==> config.mk <==
export PLATFORM = sky130hd
export DESIGN_NAME = int_source_conditioner
export DESIGN_NICKNAME = d
export VERILOG_FILES = /design/src/rtl/int_source_conditioner.sv
export SDC_FILE = /design/constraint.sdc
export NUM_CORES = 1
export LEC_CHECK = 0
export CORE_UTILIZATION = 57
export CTS_CLUSTER_SIZE = 10
export DETAILED_ROUTE_END_ITERATION = 16
export PLACE_DENSITY = 0.78
export SETUP_SLACK_MARGIN = 0.1
export SLEW_MARGIN = 20
export SYNTH_ARGS = -nofsm -noshare
export SYNTH_HDL_FRONTEND = slang
export SYNTH_SLANG_ARGS = --single-unit
==> constraint.sdc <==
create_clock -name clk -period 2 [get_ports clk]
set_input_delay 0.4 -clock clk [delete_from_list [all_inputs] [get_ports clk]]
set_output_delay 0.4 -clock clk [all_outputs]
set_load 0.01 [all_outputs]
==> src/rtl/int_source_conditioner.sv <==
// rtl/int_source_conditioner.sv - per-line interrupt synchronizer, debouncer, masker and edge/level detector
//
// Conditions WIDTH raw interrupt lines into single-cycle request pulses for the
// interrupt manager's int_e vector.
//
// Ports:
//   clk        in   1      rising-edge clock
//   reset      in   1      synchronous active-high reset
//   irq_in     in   WIDTH  raw asynchronous interrupt lines
//   s_reti     in   WIDTH  end-of-service vector; bit i re-arms level line i
//   cfg_we     in   1      configuration write strobe
//   cfg_addr   in   2      0 mask, 1 mode, 2 pending W1C, 3 reserved
//   cfg_wdata  in   WIDTH  write data
//   cfg_rdata  out  WIDTH  readback: 0 mask, 1 mode, 2 pending, 3 filtered state
//   int_e      out  WIDTH  registered one-cycle request pulses
//   pending    out  WIDTH  edge events latched while masked
module int_source_conditioner #(
    parameter int WIDTH    = 8,
    parameter int DEBOUNCE = 4
) (
    input  logic             clk,
    input  logic             reset,
    input  logic [WIDTH-1:0] irq_in,
    input  logic [WIDTH-1:0] s_reti,
    input  logic             cfg_we,
    input  logic [1:0]       cfg_addr,
    input  logic [WIDTH-1:0] cfg_wdata,
    output logic [WIDTH-1:0] cfg_rdata,
    output logic [WIDTH-1:0] int_e,
    output logic [WIDTH-1:0] pending
);

    localparam logic [7:0] DB_LAST = 8'(DEBOUNCE - 1);

    logic [WIDTH-1:0]      sync1_q, sync2_q;
    logic [WIDTH-1:0]      filt_q, filt_d;
    logic [WIDTH-1:0]      filt_prev_q;
    logic [WIDTH-1:0][7:0] cnt_q, cnt_d;
    logic [WIDTH-1:0]      mask_q, mask_d;
    logic [WIDTH-1:0]      mode_q, mode_d;
    logic [WIDTH-1:0]      pend_q, pend_d;
    logic [WIDTH-1:0]      armed_q, armed_d;
    logic [WIDTH-1:0]      int_e_q, int_e_d;

    logic [WIDTH-1:0] rise, evt, gen_lvl, mode_chg, w1c;
    logic             wr_mask, wr_mode, wr_pend;

    // Debounce: filt follows sync2 only after DEBOUNCE consecutive disagreeing cycles.
    always_comb begin
        cnt_d  = cnt_q;
        filt_d = filt_q;
        for (int i = 0; i < WIDTH; i++) begin
            if (sync2_q[i] == filt_q[i]) begin
                cnt_d[i] = 8'd0;
            end else if (cnt_q[i] == DB_LAST) begin
                filt_d[i] = sync2_q[i];
                cnt_d[i]  = 8'd0;
            end else begin
                cnt_d[i] = cnt_q[i] + 8'd1;
            end
        end
    end

    always_comb begin
        wr_mask = cfg_we && (cfg_addr == 2'd0);
        wr_mode = cfg_we && (cfg_addr == 2'd1);
        wr_pend = cfg_we && (cfg_addr == 2'd2);

        // rise is asserted in the cycle after filt has just turned high.
        rise     = filt_q & ~filt_prev_q;
        evt      = (~mode_q & rise) | (mode_q & filt_q & armed_q);
        int_e_d  = mask_q & (evt | pend_q);
        gen_lvl  = mode_q & mask_q & filt_q & armed_q;

        mode_chg = wr_mode ? (cfg_wdata ^ mode_q) : '0;
        w1c      = wr_pend ? cfg_wdata : '0;

        mask_d   = wr_mask ? cfg_wdata : mask_q;
        mode_d   = wr_mode ? cfg_wdata : mode_q;

        // Emission and W1C clear; a fresh masked edge overrides the W1C.
        // A mode change on a bit discards any pending state for it.
        pend_d   = ((pend_q & ~mask_q & ~w1c) | (rise & ~mask_q & ~mode_q)) & ~mode_chg;

        // Generating a level pulse disarms the line even if s_reti arrives together.
        armed_d  = ((armed_q | s_reti) & ~gen_lvl) | mode_chg;
    end

    always_ff @(posedge clk) begin
        if (reset) begin
            sync1_q     <= '0;
            sync2_q     <= '0;
            filt_q      <= '0;
            filt_prev_q <= '0;
            cnt_q       <= '0;
            mask_q      <= '0;
            mode_q      <= '0;
            pend_q      <= '0;
            armed_q     <= '1;
            int_e_q     <= '0;
        end else begin
            sync1_q     <= irq_in;
            sync2_q     <= sync1_q;
            filt_q      <= filt_d;
            filt_prev_q <= filt_q;
            cnt_q       <= cnt_d;
            mask_q      <= mask_d;
            mode_q      <= mode_d;
            pend_q      <= pend_d;
            armed_q     <= armed_d;
            int_e_q     <= int_e_d;
        end
    end

    always_comb begin
        cfg_rdata = '0;
        case (cfg_addr)
            2'd0:    cfg_rdata = mask_q;
            2'd1:    cfg_rdata = mode_q;
            2'd2:    cfg_rdata = pend_q;
            default: cfg_rdata = filt_q;
        endcase
    end

    assign int_e   = int_e_q;
    assign pending = pend_q;

endmodule

# == Word level (Yosys, flattened, before mapping) ==
# Cells that the tools add are included.
# op_classes
addsub,8
n_eq_ne,18
bitwise_logic,34
n_mux,3
reduce_logical,20
# op_table
operator,n
8-bit bitwise AND,14
8-bit by 1-bit adder with 8-bit output (second input constant),8
8-bit by 2-bit equality test with 1-bit output (second input constant),8
8-bit NOT,6
8-bit bitwise OR,5
8-bit one-hot mux with 3 select lines,1
3-bit OR reduction,8
8-bit 2-to-1 mux,2
2-bit AND reduction,8
1-bit equality test,8
1-bit NOT,8
8-bit XOR,1
1-bit logical AND,3
2-bit by 1-bit equality test with 1-bit output (second input constant),1
2-bit equality test (second input constant),1
2-bit zero test,1
# word_totals
inputBits,29
register_bits,136
wordCells,107
out_inout_bits,24

# == Logic depth before layout (Yosys ltp) ==
# Gate-level depths: netlist of the first run.
# depth
ltp_word,7
depth_mapped,6
ltp_nobuf,4

# == Worst setup path before layout of the first run ==
# OpenSTA, ideal clock, no wires.
# synth_timing
kind,input to output
from,in cfg_addr[1]
to,out cfg_rdata[2]
path_buffers,2
arrival_ns,1.317
stages,3
required_ns,1.600
slack_ns,0.283
cell_sequence,buf_4 buf_2 mux4_2
# synth_via
elab_chain_len,2
word_cells_on_any_way,4
classes_between,eq/ne (2); mux (1); reduce/logical (1)
# synth_rtl
element,line_no,rtl
start: declaration,26,"input logic [1:0] cfg_addr,"
"2-bit equality test, or another cell as far along",117,case (cfg_addr)
8-bit one-hot mux with 3 select lines (*),117,
end: declaration,28,"output logic [WIDTH-1:0] cfg_rdata,"
# Every way passes the cells marked *; elsewhere a longest branch is shown, timed or not.

# == Worst setup path after layout of the first run ==
# layout_timing
from,reg filt_q[0]
to,out cfg_rdata[0]
# layout_via
elab_chain_len,1
# layout_rtl
element,line_no,rtl
start: declaration,36,"logic [WIDTH-1:0] filt_q, filt_d;"
start signal: assignment,104,filt_q <= filt_d;
8-bit one-hot mux with 3 select lines,117,
# Every way passes these cells.

==> flow_metrics.env, run 1 <==
export IMPL_die_h_um=102
export IMPL_p_sw_mw=1.32
export IMPL_met3_usage=0.0656
export IMPL_drive_gt1_frac=0.174
export IMPL_ir_drop_v=0.000530
export IMPL_cts_tree="yes"
export IMPL_worstSetupEndpointType="primary output"
export IMPL_start_util=0.600
export IMPL_antenna_left=0
export IMPL_reg2reg_from="cnt_q[24]"
export IMPL_fillers=628
export IMPL_async_reset_ff_frac=0
export IMPL_postCtsHoldBufs=0
export IMPL_drc=0
export IMPL_finalCriticalPeriod_ps=1900
export IMPL_cp_data_arrival_time_ps=1500
export IMPL_dieArea_um2=10300
export IMPL_fin_crit_sh=0.948
export IMPL_crit_chain="mux4_2 -> buf_6"
export IMPL_top_usage_layer="met2"
export IMPL_grt_max_degree=58
export IMPL_syn_nets=645
export IMPL_insertion_delay_ps=520
export IMPL_grt_total_usage=0.262
export IMPL_setup_tns_ps=0
export IMPL_cts_buffers=17
export IMPL_nNetsFinal=738
export IMPL_synth_edff_count=0
export IMPL_final_util=0.769
export IMPL_tightest_slew_ps=397
export IMPL_antennaDiodeCount=0
export IMPL_grt_pass1_vias=4605
export IMPL_slew_viol_final=0
export IMPL_grt_pass1_wl_mm=20.9
export IMPL_relSlewSlack=0.734
export IMPL_power_density_nw_per_um2=836
export IMPL_multi_input_area_um2=2770
export IMPL_dp_hpwl_mm=8.23
export IMPL_slowest_delay_ps=490
export IMPL_seq_area_um2=2770
export IMPL_io_pins=53
export IMPL_crit_buf_inv=1
export IMPL_clock_skew_ps=9.67
export IMPL_use_met2=0.456
export IMPL_outcome="finished, final reports clean"
export IMPL_gp_congestion=0.830
export IMPL_yosysSeqAreaShare=0.482
export IMPL_cp_max_fo=5
export IMPL_fmax_mhz=528
export IMPL_path_clk_slew_ps=60
export IMPL_hold_violations=0
export IMPL_syn_avg_cell_area_um2=9.29
export IMPL_clockBufferDepth=2
export IMPL_ys_ff_latch=136
export IMPL_synth_cell_type_count=43
export IMPL_root_buffer="clkbuf_8"
export IMPL_overflow=0
export IMPL_path_delay_family="multiplexers"
export IMPL_synth_flop_cell="dfxtp_1"
export IMPL_die_x_um=102
export IMPL_clock_sinks=136
export IMPL_min_path_type="in2reg"
export IMPL_p_sw_frac=0.218
export IMPL_cts_htree_levels=4
export IMPL_syn_inst=608
export IMPL_vias=4756
export IMPL_seq_power_share=0.457
export IMPL_pwr_share_clk=0.495
export IMPL_power_leakage_nw=2.64
export IMPL_rows=35
export IMPL_io_buffers=52
export IMPL_synth_warning_count=0
export IMPL_rsz0062_at_grt="yes"
export IMPL_power_frac_comb=0.048
export IMPL_dr_pass1_iters=5
export IMPL_wl_per_cell_um=15.5
export IMPL_vias_per_cell=5.65
export IMPL_drt_iter0_drc=194
export IMPL_hp_start="reset"
export IMPL_antenna_found_initial=0
export IMPL_critPathSlowestCell="mux4_2"
export IMPL_crit_start="filt_q[0]"
export IMPL_cp_required_ps=1600
export IMPL_finalSetupViolCount=0
export IMPL_core_um2=9420
export IMPL_wl_mm=13.1
export IMPL_max_cap_viol_count=0
export IMPL_worst_setup_path_type="reg2out"
export IMPL_grt_use_met1=0.309
export IMPL_worst_setup_path_start_kind="register"
export IMPL_syn_to_final_growth_pct=28.2
export IMPL_p_int_mw=4.73
export IMPL_syn_area_um2=5650
[through the flow]
stage | instances | power (mW) | hold slack [ps] | area [um2] | worst slack, ps
floorplan | 608 | 2.95 | 414 | 5650 | 283
global placement | 797 | 3.08 | 420 | 6470 | -518
detailed placement | 797 | 3.09 | 431 | 6470 | -508
CTS | 834 | 6.06 | 359 | 7140 | 90.0
global route | 842 | 6.21 | 369 | 7240 | 71.3
finish | 842 | 6.05 | 356 | 7240 | 104
[final timing paths]
path | end | slack, ps | cells after the start
max | cfg_rdata[0] | 100 | 2
min | sync2_q[2] | 360 | 3
max reg2reg | cnt_q[27] | 230 | 4
min reg2reg | sync2_q[2] | 430 | 1
[power by group through the flow]
stage          combinational, mW  sequential [mW]  clock (mW)
4_1_cts                    0.282             2.76        3.02
6_report                   0.291             2.76        3.00
5_1_grt                    0.312             2.77        3.13
2_1_floorplan              0.130             2.82           0
3_3_place_gp               0.257             2.82           0
3_5_place_dp               0.262             2.83           0
[layout make-up]
type | instances | area share
Clock buffer | 21 | 0.0620
Clock inverter | 10 | 0.0168
Inverter | 23 | 0.0119
Multi-Input combinational cell | 433 | 0.383
Sequential cell | 136 | 0.382
Tap cell | 129 | 0.0223
Timing Repair Buffer | 90 | 0.122
[routing by layer]
layer	share of wire	up-vias
li1	-	2333
met5	0	-
met3	0.052	32
met4	0.020	0
met1	0.43	2276
met2	0.50	115
[tightest hold or removal path: cells and delay by family]
kind,cells,cell delay [ps]
simple gates,1,120
buf+inv,2,310
[registers in the layout (all words and copies together) (netlist names)]
| signal | cells |
|---|---|
| pending | 8 |
| sync1_q | 8 |
| armed_q | 8 |
| sync2_q | 8 |
| mask_q | 8 |
| filt_q | 8 |
| int_e | 8 |
| filt_prev_q | 8 |
| mode_q | 8 |
| cnt_q | 64 |
[cell families (layout without fill, tap and decap cells)]
family,count (synthesis),count (layout),share of synthesized area
muxes,18,18,0.0507
AOI/OAI and AO/OA,117,117,0.113
and+or+nand+nor,252,252,0.249
DFF,136,136,0.482
adders and majority gates,8,8,0.0177
buffers and inverters,39,144,0.0279
xor gates and xnor gates,38,38,0.0589
[timing repair]
item | 4_1_cts | 5_1_grt
gates cloned | 2 | 0
pin swaps | 0 | 1
setup endpoints to repair | 10 | 14
buffers inserted | 4 | 8
resized for setup | 59 | 19
[cell usage in the layout (no fill, tap or decap), types with 6 or more instances in the layout]
| cell type | netlist | routed |
|---|---|---|
| nor2_1 | 47 | 47 |
| buf_4 | 1 | 33 |
| clkbuf_16 | 0 | 16 |
| dfxtp_1 | 136 | 112 |
| nor3b_1 | 13 | 12 |
| nand3_1 | 28 | 28 |
| and2_1 | 7 | 7 |
| ha_1 | 8 | 8 |
| dfxtp_4 | 0 | 6 |
| inv_1 | 22 | 22 |
| xnor2_1 | 7 | 7 |
| xor2_1 | 31 | 31 |
| mux4_2 | 8 | 8 |
| o21ai_0 | 47 | 47 |
| nand4b_1 | 8 | 8 |
| dfxtp_2 | 0 | 18 |
| a21oi_1 | 52 | 52 |
| nor2b_1 | 28 | 28 |
| nand2_1 | 50 | 50 |
| a22oi_1 | 7 | 7 |
| or3_1 | 33 | 33 |
| clkdlybuf4s50_1 | 0 | 37 |
| mux2i_1 | 8 | 8 |
| nand4_1 | 16 | 16 |
[synthesized netlist by cell type, drive strengths merged, types with 7 or more instances]
master  count  share of area
dfxtp     136           0.48
a21oi      52          0.046
nand2      50          0.033
nor2       47          0.031
o21ai      47          0.042
or3        34          0.038
xor2       31          0.048
nand3      28          0.025
nor2b      28          0.031
inv        22          0.015
nand4      16          0.018
nor3b      14          0.021
clkbuf     10         0.0069
ha          8          0.018
mux2i       8          0.014
mux4        8          0.032
nand4b      8          0.012
a22oi       7         0.0093
and2        7         0.0078
xnor2       7          0.011
No activity file was read; power rests on OpenSTA's default activity.
==> run 2, diff against run 1 <==
- CORE_ASPECT_RATIO: not set -> 0.9
==> flow_metrics.env, run 2 (synthesized netlist as in run 1, its figures left out) <==
export IMPL_outcome="finished, final reports clean"
export IMPL_fmax_mhz=522
export IMPL_wl_mm=13.5
export IMPL_dr_pass1_iters=5
export IMPL_slew_viol_final=0
export IMPL_worstSetupEndpointType="primary output"
export IMPL_power_density_nw_per_um2=841
export IMPL_fin_crit_sh=0.958
export IMPL_finalSetupViolCount=0
export IMPL_start_util=0.585
export IMPL_hp_start="reset"
export IMPL_overflow=0
export IMPL_hold_violations=0
export IMPL_grt_pass1_vias=4627
export IMPL_path_clk_slew_ps=70
export IMPL_tightest_slew_ps=510
export IMPL_antenna_found_initial=0
export IMPL_grt_total_usage=0.271
export IMPL_r2r_setup_slack_ps=220
export IMPL_holdPathStages=3
export IMPL_cts_buffers=17
export IMPL_dp_slack_ps=-538
export IMPL_grt_max_degree=35
export IMPL_clockBufferDepth=2
export IMPL_root_buffer="clkbuf_8"
export IMPL_path_delay_family="buffers and inverters"
export IMPL_holdPathEnd="filt_q[7]"
export IMPL_top_usage_layer="met2"
export IMPL_rows=34
export IMPL_reg2reg_from="cnt_q[32]"
export IMPL_setup_ws_ps=83.0
export IMPL_p_sw_frac=0.224
export IMPL_ir_drop_v=0.000763
export IMPL_final_common_cell="dfxtp_1"
export IMPL_vias_per_cell=5.82
export IMPL_p_int_mw=4.80
export IMPL_power_leakage_nw=2.70
export IMPL_fin_total_pwr_mw=6.18
export IMPL_finalNonFillerCells=851
export IMPL_antennaDiodeCount=0
export IMPL_relSlewSlack=0.658
export IMPL_pwr_share_clk=0.504
export IMPL_wl_per_cell_um=15.9
export IMPL_largest_register_ffs=64
export IMPL_vias=4951
export IMPL_p_sw_mw=1.38
export IMPL_cts_tree="yes"
export IMPL_drt_iter0_drc=365
export IMPL_cp_required_ps=1600
export IMPL_core_um2=9660
export IMPL_insertion_delay_ps=540
export IMPL_gp_congestion=0.837
export IMPL_crit_chain="clkdlybuf4s15_2 -> buf_12 -> buf_4 -> mux4_2 -> buf_6"
export IMPL_rsz0062_at_grt="yes"
export IMPL_reg2reg_depth=4
export IMPL_layout_common_cells="dfxtp_1 (114), a21oi_1 (52), nand2_1 (50), nor2_1 (47), o21ai_0 (47)"
export IMPL_die_h_um=96.4
export IMPL_seq_power_share=0.445
export IMPL_slowest_delay_ps=520
export IMPL_worst_setup_path_start_kind="input pin"
export IMPL_cp_max_fo=7
export IMPL_met3_usage=0.0758
export IMPL_fillers=637
export IMPL_max_cap_viol_count=0
export IMPL_cts_htree_levels=4
export IMPL_clock_skew_ps=7.61
export IMPL_die_x_um=107
export IMPL_dieArea_um2=10300
export IMPL_crit_buf_inv=4
export IMPL_worst_setup_path_type="in2out"
export IMPL_r2r_end="cnt_q[34]"
export IMPL_grt_pass1_wl_mm=21.3
export IMPL_drc=0
export IMPL_top_register="cnt_q"
export IMPL_io_pins=53
export IMPL_dp_cells=794
export IMPL_nNetsFinal=749
export IMPL_min_path_type="in2reg"
export IMPL_finalCriticalPeriod_ps=1920
export IMPL_syn_to_final_growth_pct=30.1
export IMPL_antenna_left=0
export IMPL_power_frac_comb=0.051
export IMPL_use_met2=0.465
export IMPL_io_buffers=52
export IMPL_drive_gt1_frac=0.186
export IMPL_cp_data_arrival_time_ps=1520
export IMPL_dp_hpwl_mm=8.27
export IMPL_clock_sinks=136
export IMPL_grt_use_met1=0.318
export IMPL_critPathSlowestCell="mux4_2"
## run 2: cell count changes in the layout (fill, tap and decap cells not counted), moves of 3 or more
cell      previous run  this run
dfxtp_2             18        11
dfxtp_4              6        11
buf_6                5         8
buf_2                5         1
buf_4               33        45
clkinv_4             2         6
## run 2: timing repair
action | 4_1_cts | 5_1_grt
setup endpoints to repair | 14 | 11
cloned | 1 | 0
setup buffers | 16 | 8
gates resized for setup | 71 | 11
hold buffers | 0 | 0
## run 2: per-stage QoR
step | area (um2) | hold WS [ps] | setup TNS [ps] | util
CTS | 7260 | 338 | 0 | 0.751
global route | 7350 | 365 | 0 | 0.761
floorplan | 5650 | 414 | 0 | -
finish | 7350 | 344 | 0 | 0.761
detailed placement | 6460 | 426 | -4110 | 0.669
global placement | 6460 | 419 | -4000 | 0.669
## run 2: worst max-delay path by stage
stage,depth (start not counted),endpoint,startpoint,slack [ps]
after global routing,5,cfg_rdata[4],cfg_addr[1],60
after global placement,4,cfg_rdata[3],cfg_addr[1],-520
final,5,cfg_rdata[7],cfg_addr[1],80
after floorplan,3,cfg_rdata[2],cfg_addr[1],280
after detailed placement,4,cfg_rdata[4],cfg_addr[1],-540
after CTS,2,cfg_rdata[4],pending[4],70
## run 2: final cells by class
type / count / area, um2 / share of cell area
clock buffers: 18 / 418 / 0.0569
clock inverters: 14 / 176 / 0.0240
inverters: 23 / 86.3 / 0.0117
multi-input cells: 433 / 2770 / 0.377
flip-flops and latches: 136 / 2780 / 0.378
well taps: 126 / 158 / 0.0215
repair buffers: 101 / 961 / 0.131
## run 2: worst min-delay path: stages
cell and delay [ps]:
buf_2 110, buf_4 270, a21oi_1 60
## run 2: power by group through the flow
stage	clock network (mW)	logic (mW)	registers, mW
3_3_place_gp	0	0.249	2.82
4_1_cts	3.14	0.294	2.75
6_report	3.12	0.312	2.75
3_5_place_dp	0	0.256	2.82
5_1_grt	3.26	0.334	2.75
2_1_floorplan	0	0.130	2.82
## run 2: per-layer routing
metal	vias up	part of all wire
met5	-	0
met4	0	0.015
met3	24	0.072
met2	194	0.50
met1	2360	0.41
li1	2373	-
